### src/rtl/rsa_crypt.sv
// rsa_crypt: square-and-multiply modular exponentiation, one key bit per cycle, fixed latency.
// Optional RSA_CRYPT_CHECK_EN adds out_err flagging a degenerate modulus or an unreduced message.
module rsa_crypt #(
  parameter int WIDTH = 3
) (
  input  logic                 clk,
  input  logic                 rst,
  input  logic                 in_valid,
  input  logic [2*WIDTH-1:0]   in_n,
  input  logic [2*WIDTH-1:0]   in_key,
  input  logic [2*WIDTH-1:0]   in_msg,
  output logic                 out_valid,
  output logic [2*WIDTH-1:0]   out_msg,
  output logic                 busy
`ifdef RSA_CRYPT_CHECK_EN
  , output logic               out_err
`endif
);
  localparam int M = 2 * WIDTH;
  localparam int CW = $clog2(M + 1);
  localparam logic [1:0] IDLE = 2'd0, CALC = 2'd1, OUT = 2'd2;

  logic [1:0]    state_q, state_d;
  logic [M-1:0]  n_q, n_d, key_q, key_d, base_q, base_d, acc_q, acc_d;
  logic [M-1:0]  out_msg_q, out_msg_d;
  logic [CW-1:0] cnt_q, cnt_d;
  logic          out_valid_q, out_valid_d;

  // Full double-width product; a zero modulus reduces everything to 0.
  function automatic logic [M-1:0] mulmod(input logic [M-1:0] a, input logic [M-1:0] b,
                                          input logic [M-1:0] n);
    logic [2*M-1:0] p;
    p = {{M{1'b0}}, a} * {{M{1'b0}}, b};
    p = (n == '0) ? '0 : p % {{M{1'b0}}, n};
    return p[M-1:0];
  endfunction

  always_comb begin
    state_d     = state_q;
    n_d         = n_q;
    key_d       = key_q;
    base_d      = base_q;
    acc_d       = acc_q;
    cnt_d       = cnt_q;
    out_valid_d = 1'b0;
    out_msg_d   = '0;
    if (state_q == IDLE && in_valid) begin
      n_d     = in_n;
      key_d   = in_key;
      base_d  = (in_n == '0) ? '0 : in_msg % in_n;
      acc_d   = (in_n > M'(1)) ? M'(1) : '0;
      cnt_d   = '0;
      state_d = CALC;
    end else if (state_q == CALC) begin
      acc_d   = key_q[0] ? mulmod(acc_q, base_q, n_q) : acc_q;
      base_d  = mulmod(base_q, base_q, n_q);
      key_d   = key_q >> 1;
      cnt_d   = cnt_q + CW'(1);
      state_d = (cnt_q == CW'(M - 1)) ? OUT : CALC;
    end else if (state_q == OUT) begin
      out_valid_d = 1'b1;
      out_msg_d   = acc_q;
      state_d     = IDLE;
    end
  end

  always_ff @(posedge clk or posedge rst) begin
    if (rst) begin
      state_q     <= IDLE;
      n_q         <= '0;
      key_q       <= '0;
      base_q      <= '0;
      acc_q       <= '0;
      cnt_q       <= '0;
      out_valid_q <= 1'b0;
      out_msg_q   <= '0;
    end else begin
      state_q     <= state_d;
      n_q         <= n_d;
      key_q       <= key_d;
      base_q      <= base_d;
      acc_q       <= acc_d;
      cnt_q       <= cnt_d;
      out_valid_q <= out_valid_d;
      out_msg_q   <= out_msg_d;
    end
  end

  assign out_valid = out_valid_q;
  assign out_msg   = out_msg_q;
  assign busy      = (state_q != IDLE);

`ifdef RSA_CRYPT_CHECK_EN
  logic err_q, err_d, out_err_q, out_err_d;

  always_comb begin
    err_d     = (state_q == IDLE && in_valid) ? ((in_n < M'(2)) || (in_msg >= in_n)) : err_q;
    out_err_d = (state_q == OUT) ? err_q : 1'b0;
  end

  always_ff @(posedge clk or posedge rst) begin
    if (rst) begin
      err_q     <= 1'b0;
      out_err_q <= 1'b0;
    end else begin
      err_q     <= err_d;
      out_err_q <= out_err_d;
    end
  end

  assign out_err = out_err_q;
`endif
endmodule
### config.mk
export PLATFORM = sky130hd
export DESIGN_NAME = rsa_crypt
export DESIGN_NICKNAME = d
export VERILOG_FILES = /design/src/rtl/rsa_crypt.sv
export SDC_FILE = /design/constraint.sdc
export NUM_CORES = 1
export LEC_CHECK = 0
export ABC_CLOCK_PERIOD_IN_PS = 56800
export BUFFER_PORTS_ARGS = -buffer_cell sky130_fd_sc_hd__buf_2
export CELL_PAD_IN_SITES_DETAIL_PLACEMENT = 1
export CELL_PAD_IN_SITES_GLOBAL_PLACEMENT = 2
export CORE_AREA = 2 2 169 154
export CTS_BUF_LIST = sky130_fd_sc_hd__clkbuf_8
export DETAILED_ROUTE_END_ITERATION = 12
export DIE_AREA = 0 0 171 156
export PLACE_DENSITY = 0.95
export SYNTH_ARGS = -nofsm -noshare
export SYNTH_HDL_FRONTEND = slang
export SYNTH_SLANG_ARGS = --single-unit
### constraint.sdc
create_clock -name clk -period 56.8 [get_ports clk]
set_input_delay 2.84 -clock clk [delete_from_list [all_inputs] [get_ports clk]]
set_output_delay 2.84 -clock clk [all_outputs]
set_load 0.02 [all_outputs]
* Yosys cells after proc, flatten, opt, wreduce, memory -nomap -nowiden
Cells that the tools add are included.
Word-level totals: register bits after elaboration 36, latch bits 0, RAM bits 0, ROM bits 0, bits of input ports 21, word-level logic and storage cells 50, memories 0
Cells by class: add/sub/neg operators 1, multiply operators 2, div/mod/pow operators 3, magnitude comparators 1, eq/ne operators 3, shift operators 0, mux-type cells 23, bitwise gates (word level) 0, reductions and logical operators 9
Operators with widths (number):
- $mux 6 | 13
- $mod 12x6->12 | 2
- $mul 6x6->12 | 2
- $logic_not 6->1 | 2
- $mux 2 | 4
- $gt 6x1->1 const B | 1
- $mod 6x6->6 | 1
- $mux 3 | 2
- $reduce_bool 2->1 | 3
- $mux 1 | 4
- $add 3x1->3 const B | 1
- $eq 3x3->1 const B | 1
- $reduce_bool 3->1 | 1
- $eq 2x1->1 const B | 1
- $eq 2x2->1 const B | 1
- $logic_not 2->1 | 1
- $reduce_and 2->1 | 1
- $logic_and 1x1->1 | 1

* Depth between registers and ports, before layout
Gate-level depths: netlist of run 1.
depth in word-level cells 6, mapped depth 125, depth with buffers taken out 120

* Worst setup path after synthesis of run 1
No wires, ideal clock.
path type register -> register, from register base_q[2], to register acc_q[0], setup time 0.104 ns, arrival time 22.100 ns, slack 34.596 ns, cell stages (with the launch flop) 118, path buffers 5, cells stage by stage dfrtp_1 clkbuf_1 and2_1 fa_1 inv_1 fa_1 fa_1 inv_1 ha_1 nor2b_1 o21ai_0 a21boi_1 nor2_1 nor2_1 a21oi_1 xnor2_1 ha_1 a21oi_1 [... 82 more ...] o21a_1 o21ai_0 nand2b_1 a21o_1 a21oi_1 o311ai_0 a21oi_1 o2111ai_1 mux2_2 ha_1 a21o_1 a21oi_1 nor2b_1 o21ai_0 nand2b_1 a2111o_1 or4_1 o311ai_1
Between the ends: cells in the longest elaborated chain, start to end 6
RTL lines:
- start, declared | line 24 | logic [M-1:0] n_q, n_d, key_q, key_d, base_q, base_d, acc_q, acc_d;
- start signal, assigned | line 81 | base_q <= base_d;
- $mul 6x6->12 | line 33 | p = {{M{1'b0}}, a} * {{M{1'b0}}, b};
- $mod 12x6->12 | line 34 | p = (n == '0) ? '0 : p % {{M{1'b0}}, n};
- $mux 6 | line 34
- $mux 6 | line 55 | acc_d = key_q[0] ? mulmod(acc_q, base_q, n_q) : acc_q;
- $mux 6 | line 54 | end else if (state_q == CALC) begin
- $mux 6 | line 47 | if (state_q == IDLE && in_valid) begin
- end signal, assigned | line 73 | acc_q <= '0;
- end signal, assigned | line 82 | acc_q <= acc_d;
- end, declared | line 24
Every way passes these cells. The select of a mux whose other input is x is not followed. A chain may end at the register's enable or synchronous reset.

* Worst setup path after layout of run 1
from register base_q[2], to register acc_q[2]
Same word-level chain as after synthesis.

==> results of run 1 <==
[registers in the layout (all words and copies together), names as in the netlist]
register   flops
base_q         6
out_valid      1
acc_q          6
cnt_q          3
key_q          6
n_q            6
out_msg        6
state_q        2
[metrics by stage]
stage                      util  std cells  setup WS [ns]  hold WS, ns  area, um2
after floorplan               -       1360          34.60        0.450      10600
after global placement    0.444       1708          32.08        0.463      11100
after detailed placement  0.444       1708          31.19        0.479      11100
after CTS                 0.448       1716          31.05        0.496      11200
after global routing      0.448       1716          28.64        0.524      11200
final                     0.448       1716          30.90        0.491      11200
[cell usage in the layout, fill, tap and decap left out, types with 10 or more instances in the layout]
cell type	synthesis	final
xor2_1	20	20
buf_2	4	28
and2_1	45	45
o21ai_0	77	77
a21oi_1	91	91
ha_1	177	177
nor3_1	64	64
a21o_1	37	37
nand2_1	111	111
fa_1	30	30
nor2b_1	25	25
dfrtp_1	36	36
o31ai_1	20	20
xnor2_1	39	39
nand4_1	10	10
mux2i_1	21	21
inv_1	92	92
mux2_2	30	30
nand3_1	14	14
nand2b_1	26	26
o21a_1	68	68
o211ai_1	20	20
nor2_1	103	103
or3_1	10	10
[metal layers]
metal	vias up	part of all wire	track usage
met4	0	0.0099	0.0303
met2	122	0.45	0.382
met1	4957	0.51	0.323
met3	21	0.022	0.0142
met5	-	0	0
li1	5022	-	-
[worst paths after layout]
kind                         endpoint      start  cells past startpoint
max in group asynchronous      n_q[5]        rst                      3
hold / removal               key_q[2]   key_q[2]                      2
setup / recovery             acc_q[2]  base_q[2]                    114
hold reg to reg              key_q[2]   key_q[2]                      2
min in group asynchronous  out_msg[4]        rst                      3
setup reg to reg             acc_q[2]  base_q[2]                    114
[cells by family after synthesis]
kind of cell,after synthesis,share of synthesized area
and+or+nand+nor,454,0.217
AOI/OAI and AO/OA,426,0.279
adders and majority gates,207,0.267
buffers and inverters,123,0.0453
xor gates and xnor gates,59,0.0490
muxes,55,0.0574
DFF,36,0.0854
[cell type report]
type,instances,area [um2]
clock inverters,3,42.5
clock buffers,5,68.8
repair buffers,37,208
inverters,92,345
fillers,3190,13700
flip-flops and latches,36,901
well taps,342,428
multi-input cells,1201,9170
[worst reg2reg max path: cells and delay by family, from the launching register on]
kind            cells  cell delay, ns
compound gates     62           13.45
fa+ha+maj          16            5.48
simple gates       26            4.45
mux                 4            1.22
buf+inv             5            0.55
flops               1            0.53
xor+xnor            1            0.14
==> results by group, run 1 <==
STA
  – Layout Skew: 0.00670 ns
  – FMAX: 38.6 MHz
  – Max-slew violations: 0
  – Final hold vios: 0
  – TNS Setup: 0 ns
  – Fin crit share: 0.456
  – Unrepaired setup endpoints after global routing: false
  – Setup violators final: 0
  – Slew headroom: 0.177
  – Slew @ Worst Pin: 1.23 ns
  – Crit path time final: 25.90 ns

Placement
  – Gpl congestion: 0.801
  – I/O Buffers: 28
  – Dpl hpwl: 24700 um

Drt
  – DRT Pass-1 Iters: 7
  – Routed Antenna Nets: 0
  – Vias: 10100
  – Vias/cell: 5.90
  – Remaining DRCs: 0
  – Routed WL per cell: 17.6 um
  – WL final: 30200 um
  – Starting DRT DRC Count: 423

Global routing
  – First-pass GRT wire length: 50500 um
  – Vias in the first global route: 10300
  – Grt ovf: 0
  – Pin count of the biggest net entering global routing: 37
  – Initial antenna violation count: 0
  – GRT Util Overall: 0.226

Job
  – Max_cap viols: 0

Hold path
  – Hold Crit Class: reg -> reg

Worst setup path
  – Critical Path End Type: register
  – Family with the most delay on the worst path: compound AO/OA/AOI/OAI gates
  – R2r setup slk: 30.90 ns
  – CP required: 56.99 ns
  – Critical Path AT: 26.09 ns
  – Most used cell, CP: o21a_1
  – CP startpoint kind: register
  – Critical path class: reg -> reg
  – Crit path max fanout: 20
  – Crit path largest cell delay: 0.61 ns
  – Worst-path cell with the longest stage delay: a2111oi_2
  – CP bufs+invs: 5

Die
  – I/O pin count: 29
  – Core ar.: 24900 um2
  – Die H: 156 um
  – Die area: 26700 um2
  – Initial Util: 0.424
  – # rows: 55
  – Die width: 171 um

Clock tree
  – Root buf cell: clkbuf_8
  – Setup Buffers After CTS: 0
  – CTS tree: done
  – Clock slew at reported path FFs: 0.08 ns
  – CTS sink cnt: 36
  – CTS buffer count: 5
  – Cts repair resizes: 0
  – H-tree depth: 2
  – Quantity of hold-fixing buffers added after cts: 0
  – Clock latency on the worst-skew pair: 0.29 ns
  – Clk buf depth: 2

Synth
  – Synth top area share: 0.210
  – Area leader, netlist: ha_1
  – Most used DFF post-synth: dfrtp_1
  – Post-Synthesis Cells: 1360
  – Post-synthesis cell type count: 100
  – Post-synth top cells: ha_1, nand2_1, nor2_1
  – Number of enable flip-flop cells after synthesis: 0
  – Sequential share of the synthesized area: 0.0854
  – FF+latch count, synth: 36
  – Post-synth ARST share: 1.00
  – Avg Cell Area, Syn: 7.76 um2
  – Top post-synthesis cells by area: ha_1, dfrtp_1, fa_1
  – Yosys warns: 0
  – Top-count cell post-synth: ha_1
  – Synth Cell Area: 10600 um2
  – Synthesized Nets: 1588

Status
  – Status: finished, final reports clean

Final layout
  – N_diodes: 0
  – Final net count: 1601
  – P&R area growth vs syn: 5.82%
  – Share of cells above drive strength 1: 0.0801
Power of run 1 is not shown: default switching activity piles up to over one toggle a cycle in this logic, so the estimate is an artifact.
==> run 2: changes to the inputs <==
==> config.mk (replaced) <==
export PLATFORM = sky130hd
export DESIGN_NAME = rsa_crypt
export DESIGN_NICKNAME = d
export VERILOG_FILES = /design/src/rtl/rsa_crypt.sv
export SDC_FILE = /design/constraint.sdc
export NUM_CORES = 1
export LEC_CHECK = 0
export ABC_CLOCK_PERIOD_IN_PS = 23900
export BUFFER_PORTS_ARGS = -buffer_cell sky130_fd_sc_hd__buf_2
export CELL_PAD_IN_SITES_DETAIL_PLACEMENT = 1
export CELL_PAD_IN_SITES_GLOBAL_PLACEMENT = 2
export CORE_AREA = 2 2 175 160
export CTS_BUF_LIST = sky130_fd_sc_hd__clkbuf_8
export DETAILED_ROUTE_END_ITERATION = 12
export DIE_AREA = 0 0 177 162
export PLACE_DENSITY = 0.94
export SYNTH_ARGS = -nofsm -noshare
export SYNTH_HDL_FRONTEND = slang
export SYNTH_SLANG_ARGS = --single-unit
==> constraint.sdc (replaced) <==
create_clock -name clk -period 23.9 [get_ports clk]
set_input_delay 1.195 -clock clk [delete_from_list [all_inputs] [get_ports clk]]
set_output_delay 1.195 -clock clk [all_outputs]
set_load 0.02 [all_outputs]
==> run 2 against run 1 <==
Against the previous run: core utilization is 0.15 points lower; sequential share of layout area is 0.47 points lower; global-route usage is 0.66 points lower; non-clock buffer count is 69 higher; setup slack worse by 30 ns; die area is 7.5% higher.
==> results by group, run 2 (same netlist as run 1, synthesis figures left out) <==
Status
  – Status: finished, final reports clean

STA
  – Crit path time final: 22.59 ns
  – Fin crit share: 0.945
  – TNS Setup: 0 ns
  – Unrepaired setup endpoints after global routing: true
  – Slew headroom: 0.418
  – Layout Skew: 0.00757 ns
  – Slew @ Worst Pin: 0.872 ns
  – Final hold vios: 0
  – Max-slew violations: 0
  – Setup violators final: 0
  – FMAX: 44.3 MHz

Hold path
  – Hold Crit Class: reg -> reg

Die
  – I/O pin count: 29
  – Die H: 162 um
  – Die width: 177 um
  – Initial Util: 0.394
  – # rows: 57
  – Core ar.: 26700 um2
  – Die area: 28700 um2

Final layout
  – Share of cells above drive strength 1: 0.160
  – P&R area growth vs syn: 13.2%
  – N_diodes: 0
  – Commonest non-fill, non-tap cells in the layout: ha_1, nand2_1, nor2_1
  – Fillers: 3306
  – Most common cell after layout, fill and taps aside: ha_1
  – Util after Layout: 0.447
  – Final net count: 1670
  – Count of non-filler cells in the finished layout: 1797

Worst setup path
  – CP required: 24.11 ns
  – Critical Path End Type: register
  – CP startpoint kind: register
  – Critical Path AT: 22.80 ns
  – Critical path class: reg -> reg
  – Crit path max fanout: 11
  – Most used cell, CP: ha_1
  – Crit path largest cell delay: 0.53 ns
  – Worst-path cell with the longest stage delay: fa_1

Clock tree
  – CTS buffer count: 5
  – Clock slew at reported path FFs: 0.08 ns
  – CTS tree: done
  – CTS sink cnt: 36
  – Clk buf depth: 2
  – H-tree depth: 2
  – Clock latency on the worst-skew pair: 0.30 ns
  – Root buf cell: clkbuf_8

Global routing
  – Grt ovf: 0
  – GRT Util Overall: 0.219
  – First-pass GRT wire length: 52200 um
  – Pin count of the biggest net entering global routing: 37
  – Vias in the first global route: 10500
  – Initial antenna violation count: 0

Drt
  – Routed WL per cell: 17.8 um
  – Remaining DRCs: 0
  – DRT Pass-1 Iters: 4
  – Vias/cell: 5.80
  – Starting DRT DRC Count: 436
  – Routed Antenna Nets: 0
  – WL final: 32100 um
  – Vias: 10400

Placement
  – I/O Buffers: 28
  – Gpl congestion: 0.885
  – Dpl hpwl: 25100 um
  – DP Cell Count: 1748

Job
  – Max_cap viols: 0
-- run 2: cell count changes in the layout (fill, tap and decap cells not counted), moves of 5 or more --
| cell | previous run | this run |
|---|---|---|
| a21oi_1 | 91 | 81 |
| buf_4 | 9 | 75 |
| dfrtp_1 | 36 | 31 |
| dfrtp_2 | 0 | 5 |
| o21ai_1 | 8 | 13 |
| a21oi_2 | 1 | 11 |
| o21ai_2 | 0 | 5 |
| o21ai_0 | 77 | 65 |
-- run 2: worst max-delay path: cells and delay by family, from the launching register on --
| family | cells | cell delay [ns] |
|---|---|---|
| mux | 4 | 1.25 |
| compound gates | 49 | 9.54 |
| flops | 1 | 0.47 |
| xor+xnor | 1 | 0.13 |
| fa+ha+maj | 17 | 5.41 |
| simple gates | 29 | 4.21 |
| buf+inv | 11 | 1.46 |
-- run 2: cell type report --
class | count | area [um2] | share of cell area
Sequential cell | 36 | 907 | 0.0759
Clock buffer | 6 | 82.6 | 0.00691
Timing Repair Buffer | 106 | 754 | 0.0632
Clock inverter | 2 | 13.8 | 0.00115
Tap cell | 354 | 443 | 0.0371
Multi-Input combinational cell | 1201 | 9400 | 0.787
Inverter | 92 | 345 | 0.0289
-- run 2: per-layer routing --
layer / GRT usage / wire (um)
met1: 0.301 / 15300
met2: 0.382 / 15500
met3: 0.0152 / 949
met4: 0.0342 / 331
met5: 0 / 0
-- run 2: stage by stage --
stage,worst slack [ns],cell area (um2),hold slack (ns)
2_1_floorplan,1.70,10600,0.450
3_3_place_gp,-0.395,11300,0.464
3_5_place_dp,-0.887,11300,0.471
4_1_cts,0.0115,11400,0.490
5_1_grt,-0.273,11900,0.522
6_report,1.31,11900,0.485
-- run 2: repair_timing --
action	in CTS	in global routing
setup buffers	1	40
gates cloned	0	0
setup endpoints to repair	6	12
hold buffers	0	0
pin swaps	0	19
resized for setup	8	67
-- run 2: worst paths after layout --
kind,start,end,slack [ns],cells after the start
min,key_q[0],key_q[0],0.48,2
max reg2reg,base_q[1],base_q[1],1.31,111
max,base_q[1],base_q[1],1.31,111
min in group asynchronous,rst,out_valid,1.00,3
min reg2reg,key_q[0],key_q[0],0.48,2
max in group asynchronous,rst,base_q[5],22.54,3
Power of run 2 is left out for the same reason.
